===== src/rtl/mem_access_unit.sv =====
// MEM-stage load/store unit: turns an EX/MEM load or store into a req/gnt/rvalid
// memory transaction, handles byte-lane steering and load extension, and stalls the pipeline.
module mem_access_unit #(
   parameter int DATA_WIDTH = 32,
   parameter int BE_WIDTH   = 4
) (
   input  logic                  clk,
   input  logic                  reset,
   input  logic                  valid_i,
   input  logic                  MemRead,
   input  logic                  MemWrite,
   input  logic [2:0]            Funct3,
   input  logic [DATA_WIDTH-1:0] Addr,
   input  logic [DATA_WIDTH-1:0] WrData,
   output logic                  stall,
   output logic                  done,
   output logic [DATA_WIDTH-1:0] ReadData,
   output logic                  err,
   output logic                  mem_req,
   output logic                  mem_we,
   output logic [DATA_WIDTH-1:0] mem_addr,
   output logic [BE_WIDTH-1:0]   mem_be,
   output logic [DATA_WIDTH-1:0] mem_wdata,
   input  logic                  mem_gnt,
   input  logic                  mem_rvalid,
   input  logic [DATA_WIDTH-1:0] mem_rdata
);

   typedef enum logic [1:0] {
      IDLE   = 2'd0,
      REQ    = 2'd1,
      WAIT_R = 2'd2,
      DONE   = 2'd3
   } state_t;

   // Loads always read the whole word; stores enable only the addressed lanes.
   function automatic logic [3:0] calc_be(input logic [2:0] f3, input logic [1:0] o, input logic we);
      logic [3:0] be;
      if (!we) begin
         be = 4'b1111;
      end else begin
         case (f3[1:0])
            2'b00:   be = 4'b0001 << o;
            2'b01:   be = 4'b0011 << o;
            default: be = 4'b1111;
         endcase
      end
      return be;
   endfunction

   function automatic logic [31:0] calc_wdata(input logic [2:0] f3, input logic [31:0] d);
      logic [31:0] w;
      case (f3[1:0])
         2'b00:   w = {4{d[7:0]}};
         2'b01:   w = {2{d[15:0]}};
         default: w = d;
      endcase
      return w;
   endfunction

   function automatic logic [31:0] load_ext(input logic [2:0] f3, input logic [1:0] o, input logic [31:0] r);
      logic [7:0]  b;
      logic [15:0] h;
      logic [31:0] x;
      case (o)
         2'd0:    b = r[7:0];
         2'd1:    b = r[15:8];
         2'd2:    b = r[23:16];
         2'd3:    b = r[31:24];
         default: b = r[7:0];
      endcase
      h = o[1] ? r[31:16] : r[15:0];
      case (f3)
         3'b000:  x = {{24{b[7]}}, b};
         3'b100:  x = {24'd0, b};
         3'b001:  x = {{16{h[15]}}, h};
         3'b101:  x = {16'd0, h};
         default: x = r;
      endcase
      return x;
   endfunction

   state_t      state_r, state_nx_s;
   logic [31:0] addr_r, wdata_r;
   logic [3:0]  be_r;
   logic [2:0]  f3_r;
   logic [1:0]  off_r;
   logic        we_r;

   logic start_s, illegal_s, misalign_s, bad_s;

   // Access legality is judged on the live EX/MEM inputs in the accepting cycle.
   always_comb begin
      start_s    = (state_r == IDLE) && valid_i && (MemRead || MemWrite);
      illegal_s  = (MemRead && MemWrite)
                 || (Funct3 == 3'b011) || (Funct3 == 3'b110) || (Funct3 == 3'b111)
                 || (MemWrite && Funct3[2]);
      misalign_s = ((Funct3[1:0] == 2'b01) && Addr[0])
                 || ((Funct3[1:0] == 2'b10) && (Addr[1:0] != 2'b00));
      bad_s      = illegal_s || misalign_s;
   end

   // Next-state and control outputs; reset forces everything quiet in the same cycle.
   always_comb begin
      state_nx_s = state_r;
      stall      = 1'b0;
      done       = 1'b0;
      err        = 1'b0;
      mem_req    = 1'b0;
      if (reset) begin
         state_nx_s = IDLE;
      end else begin
         case (state_r)
            IDLE: begin
               if (start_s && bad_s) begin
                  err = 1'b1;
               end else if (start_s) begin
                  stall      = 1'b1;
                  state_nx_s = REQ;
               end else begin
                  state_nx_s = IDLE;
               end
            end
            REQ: begin
               mem_req = 1'b1;
               stall   = 1'b1;
               if (mem_gnt) begin
                  state_nx_s = we_r ? DONE : WAIT_R;
               end else begin
                  state_nx_s = REQ;
               end
            end
            WAIT_R: begin
               stall = 1'b1;
               if (mem_rvalid) begin
                  state_nx_s = DONE;
               end else begin
                  state_nx_s = WAIT_R;
               end
            end
            DONE: begin
               done       = 1'b1;
               state_nx_s = IDLE;
            end
            default: state_nx_s = IDLE;
         endcase
      end
   end

   // State register, latched request fields and captured load result.
   always_ff @(posedge clk) begin
      if (reset) begin
         state_r  <= IDLE;
         addr_r   <= 32'd0;
         wdata_r  <= 32'd0;
         be_r     <= 4'd0;
         f3_r     <= 3'd0;
         off_r    <= 2'd0;
         we_r     <= 1'b0;
         ReadData <= 32'd0;
      end else begin
         state_r <= state_nx_s;
         if (start_s && !bad_s) begin
            addr_r  <= {Addr[31:2], 2'b00};
            off_r   <= Addr[1:0];
            f3_r    <= Funct3;
            we_r    <= MemWrite;
            be_r    <= calc_be(Funct3, Addr[1:0], MemWrite);
            wdata_r <= MemWrite ? calc_wdata(Funct3, WrData) : 32'd0;
         end
         if ((state_r == WAIT_R) && mem_rvalid) begin
            ReadData <= load_ext(f3_r, off_r, mem_rdata);
         end
      end
   end

   assign mem_addr  = addr_r;
   assign mem_we    = we_r;
   assign mem_be    = be_r;
   assign mem_wdata = wdata_r;

endmodule


===== config.mk =====
export PLATFORM = sky130hd
export DESIGN_NAME = mem_access_unit
export DESIGN_NICKNAME = d
export VERILOG_FILES = /design/src/rtl/mem_access_unit.sv
export SDC_FILE = /design/constraint.sdc
export NUM_CORES = 1
export LEC_CHECK = 0
export CORE_AREA = 2 2 109 111
export CTS_BUF_LIST = sky130_fd_sc_hd__clkbuf_2
export CTS_CLUSTER_SIZE = 28
export DETAILED_ROUTE_END_ITERATION = 10
export DIE_AREA = 0 0 111 113
export GPL_TIMING_DRIVEN = 0
export PLACE_DENSITY = 0.89
export SYNTH_ARGS = -nofsm -noshare
export SYNTH_HDL_FRONTEND = slang
export SYNTH_SLANG_ARGS = --single-unit

===== constraint.sdc =====
create_clock -name clk -period 4.1 [get_ports clk]
set_clock_uncertainty 0.1 [all_clocks]
set_input_delay 0.82 -clock clk [delete_from_list [all_inputs] [get_ports clk]]
set_output_delay 0.82 -clock clk [all_outputs]
set_load 0.02 [all_outputs]

==> run_results.csv, run 1 <==
group,metric,value,unit
floorplanning,initial_utilization,42.8,%
pwr,comb_power_share,20.0,%
global_routing,grt_start_max_net_pins,18,
cells_and_area,drive_gt1_share,6.35,%
critical_path,critical_path.max_fanout,10,
placement,numPortBuffers,206,
route,top_layer,"met4",
yosys,muxShareOfSynthArea,7.02,%
cts,cts_resized,2,
yosys,yosysWarningCount,0,
sta,fmax,252,MHz
global_routing,first_global_vias,5042,
job,drv_cap,0,
sta,drv_slew,0,
critical_path,critPathLaunchType,"input pin",
cts,ctsHoldBuffers,0,
critical_path,required,3.18,ns
cells_and_area,area_growth,49.6,%
route,wl_per_cell,16.6,um
cts,cts_tree,"yes",
placement,place_inst,946,
yosys,synth-simple-area-share,21.8,%
sta,hold_violations,0,
floorplanning,rows,39,
yosys,synth_commonest_cells,"135 x nand2_1, 106 x dfxtp_1, 82 x a21oi_1",
floorplanning,die_h,113,um
pwr,power.density,284,mW/mm^2
cells_and_area,num-fill-cells,966,
placement,gp_congestion,0.918,
cts,h-tree-depth,3,
yosys,synthCells,596,
placement,placed_area,0.00707,mm^2
route,drc_errors,0,
yosys,seq_area_frac_synth,43.9,%
floorplanning,die_area,0.0125,mm^2
cts,cts_root_buffer,"clkbuf_2",
yosys,post-synth-top-count-cell,"nand2_1",
sta,worst_slew_pin_slew,1.06,ns
route,wl_met2,7.52,mm
route,wl_met1,6.32,mm
floorplanning,io-pin-count,211,
worst_hold_path,holdPathStages,3,
route,drt_first_pass_iters,5,
pwr,switching_power,577,uW
pwr,clock_power_share,27.4,%
sta,setup_viol,0,
yosys,synth_largest_area_cell,"dfxtp_1",
critical_path,cp.arrival,3.05,ns
yosys,synth_top_family_by_area,"simple AND/OR/NAND/NOR gates",
sta,fin_crit,3.97,ns
yosys,synth_xor_area_share,0,%
placement,hpwl,12.3,mm
floorplanning,dieWidth,111,um
critical_path,critPathKind,"in -> out",
cts,clock_latency,0.58,ns
cts,post_cts_buffers,0,
critical_path,reg2reg_depth,6,
route,viasPerCell,5.36,
sta,max_slew_margin,29.5,%
cts,numCtsBuffers,9,
sta,rsz0062_at_grt,"no",
critical_path,endpoint_kind,"output pin",
yosys,netlist.area_leader.share,43.9,%
yosys,ys_ff_latch,106,
route,dr_wl_met3,1.79,mm
yosys,synth_area_per_cell,8.10,um^2
route,vias,5163,
status,outcome,"finished, final reports clean",
route,drt.antenna.violating_nets,0,
pwr,seqPwrFrac,52.6,%
yosys,netlist_area,0.00483,mm^2
global_routing,antenna_found_initial,0,
cells_and_area,nets,926,
route,routed_wl,16.0,mm
cts,clockBufferDepth,2,
yosys,synth_edf_count,0,
cts,cts.sinks,106,
global_routing,grt-ovfl-total,0,
sta,timing.final.crit_share,96.9,%
yosys,async_reset_ff_share,0,%
floorplanning,core-area,0.0113,mm^2
cts,cts.clk_slew.worst_paths,0.29,ns
yosys,synth_compound_area_share,19.9,%
global_routing,grt_first_pass_wirelength,25.6,mm
global_routing,grt_usage,25.4,%
yosys,yosysUniqueCellTypes,43,
worst_hold_path,hp-class,"in -> reg",
pwr,p_sw_share,28.1,%
cells_and_area,final_cells,963,
pwr,leakage,0.00251,uW
pwr,p_int,1480,uW
cells_and_area,design_area,0.00722,mm^2
route,first_iter_violations,340,
pwr,ir_drop,175,uV
yosys,netlist_top_cells_area,"dfxtp_1 44%, nand2_1 10%, a21oi_1 8.5%, o21ai_0 3.6%, mux2i_1 3.5%",
yosys,synth_flop_cell,"dfxtp_1",
yosys,synth_fa_ha_area_share,1.55,%
[flip-flops by register name (all words and copies together) (netlist names), named ones only]
name and cells:
mem_addr 30, state_r 1, mem_we 1, f3_r 3, off_r 2, mem_be 4
ReadData 32, mem_wdata 32
[cell type report]
class | instances | area (um^2) | share of cell area, %
multi-input combinational | 437 | 2440 | 33.8
antenna | 1 | 2.50 | 0.0346
tap | 143 | 179 | 2.48
clock inverter | 6 | 90.1 | 1.25
sequential | 106 | 2120 | 29.4
buffer | 50 | 265 | 3.67
clock buffer | 10 | 50.0 | 0.693
inverter | 4 | 15.0 | 0.208
timing repair buffer | 206 | 2060 | 28.5
[final timing paths]
| check | from | to | slack [ns] |
|---|---|---|---|
| setup / recovery | Addr[1] | stall | 0.13 |
| hold / removal | Addr[0] | mem_be[0] | 0.35 |
| setup reg to reg | state_r[0] | ReadData[18] | 1.55 |
| hold reg to reg | mem_wdata[29] | mem_wdata[29] | 0.36 |
[through the flow]
stage | setup TNS [ns] | total power, uW | utilization (%) | hold slack, ns | worst slack, ns
detailed placement | -0.213 | 1500 | 62.8 | 0.341 | -0.213
CTS | 0 | 2060 | 64.0 | 0.327 | 0.0106
finish | 0 | 2050 | 64.1 | 0.349 | 0.129
floorplan | 0 | 1290 | - | 0.350 | 0.781
global placement | -0.205 | 1500 | 62.8 | 0.333 | -0.205
global route | 0 | 2150 | 64.1 | 0.325 | 0.00145
[critical path, cell delays in order]
cell,delay [ns]
clkdlybuf4s50_1,0.52
o41a_1,0.55
nor4_4,0.35
buf_4,0.25
nor2_1,0.05
nor3_1,0.14
dlygate4sd2_1,0.36
[power by group through the flow]
stage	Clock [uW]	Combinational, uW	Sequential, uW
2_1_floorplan	0	162	1130
3_3_place_gp	0	403	1100
3_5_place_dp	0	406	1100
4_1_cts	572	408	1080
5_1_grt	624	440	1090
6_report	563	411	1080
[placed cells by master (no fill, tap or decap), drive strengths merged, types with 2 or more instances in the layout]
cell	Yosys	final
clkdlybuf4s50	0	205
nand2	135	135
dfxtp	106	106
a21oi	82	82
o21ai	44	44
clkbuf	31	41
nor2	28	28
nand3	19	19
buf	19	19
mux2i	17	17
a211oi	16	16
mux2	13	13
nor3	8	8
nand3b	8	8
nor2b	7	7
and3b	6	6
a211o	6	6
ha	6	6
nor4	6	6
or3	5	5
inv	4	5
nand2b	4	4
o21a	3	3
and2	3	3
o41a	2	2
o211a	2	2
a2111oi	2	2
a31o	2	2
conb	1	2
bufinv	0	2
o31ai	2	2
clkinv	0	2
[routing by layer]
layer  track usage [%]  up-vias
li1                  -     2499
met1              29.9     2355
met2              42.4      272
met3              8.84       37
met4              10.6        0
met5                 0        -
[cells by family after synthesis]
| logic type | after synthesis |
|---|---|
| simple gates | 232 |
| mux | 31 |
| fa+ha+maj | 6 |
| buf+inv | 54 |
| other cells | 1 |
| flops | 106 |
| compound gates | 166 |
No activity file was read; power rests on OpenSTA's default activity.
==> inputs of run 2 (changes only) <==
SETUP_SLACK_MARGIN = 0.4   (was not set)
==> run 2 against run 1 <==
Clock-buffer cell count is the same; fmax grew 8.3%; largest power group unchanged; non-clock buffer count grew 6; combinational power grew 2%; cell area grew 0.73%; die area is the same; global-route usage is essentially flat; sequential cell count is the same; worst setup slack gained 0.31 ns.
==> run_results.csv, run 2 (synthesized netlist as in run 1, its figures left out) <==
group,metric,value,unit
status,outcome,"finished, final reports clean",
cts,cts.sinks,106,
route,first_iter_violations,325,
global_routing,antenna_found_initial,0,
critical_path,worst_r2r_endpoint,"ReadData[18]",
sta,drv_slew,0,
floorplanning,rows,39,
critical_path,crit_chain,"clkdlybuf4s50_1, o41a_1, nor4_4, buf_6, nor2_1, nor3_1, buf_2",
sta,rsz0062_at_grt,"yes",
worst_hold_path,hp-class,"in -> reg",
critical_path,cpPeakStageDelay,0.51,ns
job,drv_cap,0,
worst_hold_path,min_to,"mem_be[0]",
global_routing,grt_usage,25.4,%
critical_path,crit_family,"buffers and inverters",
cts,cts.clk_slew.worst_paths,0.29,ns
cells_and_area,nets,932,
critical_path,required,3.18,ns
critical_path,slowest_stage,"o41a_1",
cts,numCtsBuffers,9,
floorplanning,core-area,0.0113,mm^2
global_routing,first_global_vias,5038,
sta,setup_viol,0,
critical_path,critical_path.max_fanout,4,
route,viasPerCell,5.33,
cts,ctsHoldBuffers,0,
critical_path,critPathBufInv,3,
floorplanning,die_area,0.0125,mm^2
critical_path,r2r_start,"state_r[0]",
cells_and_area,layout_common_cells,"204 x clkdlybuf4s50_1, 135 x nand2_1, 106 x dfxtp_1, 82 x a21oi_1, 35 x o21ai_0",
cells_and_area,fin_util,64.5,%
floorplanning,die_h,113,um
global_routing,grt_first_pass_wirelength,25.6,mm
floorplanning,io-pin-count,211,
placement,gp_congestion,0.918,
route,drt.antenna.violating_nets,0,
worst_hold_path,min_from,"Addr[0]",
cells_and_area,drive_gt1_share,7.15,%
sta,timing.final.crit_share,89.4,%
cts,clock_latency,0.58,ns
floorplanning,dieWidth,111,um
critical_path,reg2reg_depth,6,
route,drt_first_pass_iters,5,
critical_path,cp.depth,7,
sta,worst_slew_pin_slew,1.04,ns
cts,clockBufferDepth,2,
global_routing,grt-ovfl-total,0,
sta,fin_crit,3.67,ns
global_routing,grt_start_max_net_pins,18,
cts,cts_tree,"yes",
floorplanning,initial_utilization,42.8,%
sta,hold_violations,0,
critical_path,critPathLaunchType,"input pin",
cells_and_area,area_growth,50.6,%
route,routed_wl,16.1,mm
cts,cts_root_buffer,"clkbuf_2",
sta,setup_ws,0.435,ns
route,vias,5164,
sta,max_slew_margin,30.6,%
route,drc_errors,0,
pwr,leakage,0.00254,uW
placement,pre_cts_ws,-0.213,ns
sta,fmax,273,MHz
placement,hpwl,12.3,mm
pwr,power.density,283,mW/mm^2
critical_path,endpoint_kind,"output pin",
critical_path,cp.arrival,2.75,ns
cells_and_area,final_common_cell,"clkdlybuf4s50_1",
critical_path,critPathKind,"in -> out",
critical_path,r2r_slack,1.58,ns
worst_hold_path,holdPathStages,3,
placement,numPortBuffers,206,
route,wl_per_cell,16.6,um
cts,h-tree-depth,3,
pwr,ir_drop,176,uV
-- run 2: metrics by stage --
step	TNS, ns	hold slack, ns	cell area (um^2)	power, uW	std cells
finish	0	0.349	7280	2060	969
global route	0	0.324	7270	2160	968
CTS	0	0.327	7230	2060	962
detailed placement	-0.213	0.341	7070	1500	946
global placement	-0.205	0.333	7070	1500	946
floorplan	0	0.350	4830	1290	597
-- run 2: layout make-up --
class | instances | area, um^2
diodes | 1 | 2.50
repair buffers | 212 | 2100
fillers | 960 | 4000
flip-flops and latches | 106 | 2120
well taps | 143 | 179
multi-input cells | 437 | 2450
clock inverters | 6 | 90.1
clock buffers | 10 | 50.0
inverters | 4 | 15.0
plain buffers | 50 | 269
-- run 2: what timing repair did --
item | in CTS | in global routing
resized for setup | 9 | 1
buffers inserted | 0 | 6
pin swaps | 2 | 3
setup endpoints to repair | 2 | 1
-- run 2: worst min-delay path, stage by stage --
cell,delay [ns]
buf_6,0.10
o21a_1,0.10
nor3_1,0.04
-- run 2: how the worst max path moves through the flow --
| stage | endpoint | start | slack [ns] |
|---|---|---|---|
| floorplan | stall | Addr[0] | 0.78 |
| global placement | stall | Addr[1] | -0.21 |
| detailed placement | stall | Addr[1] | -0.21 |
| CTS | stall | Addr[1] | 0.35 |
| global route | stall | Funct3[2] | 0.32 |
| finish | stall | Funct3[2] | 0.43 |
-- run 2: power breakdown --
group	switching (uW)	internal (uW)	leakage, uW
clock network	358	206	0.0000825
logic	206	212	0.00160
registers	17.0	1060	0.000857
total	581	1480	0.00254
-- run 2: per-layer routing --
metal	GRT usage (%)	part of all wire (%)	up-vias
met5	0	0	-
li1	-	-	2516
met4	10.7	2.5	0
met1	30.1	39	2340
met2	42.2	47	271
met3	8.94	11	37
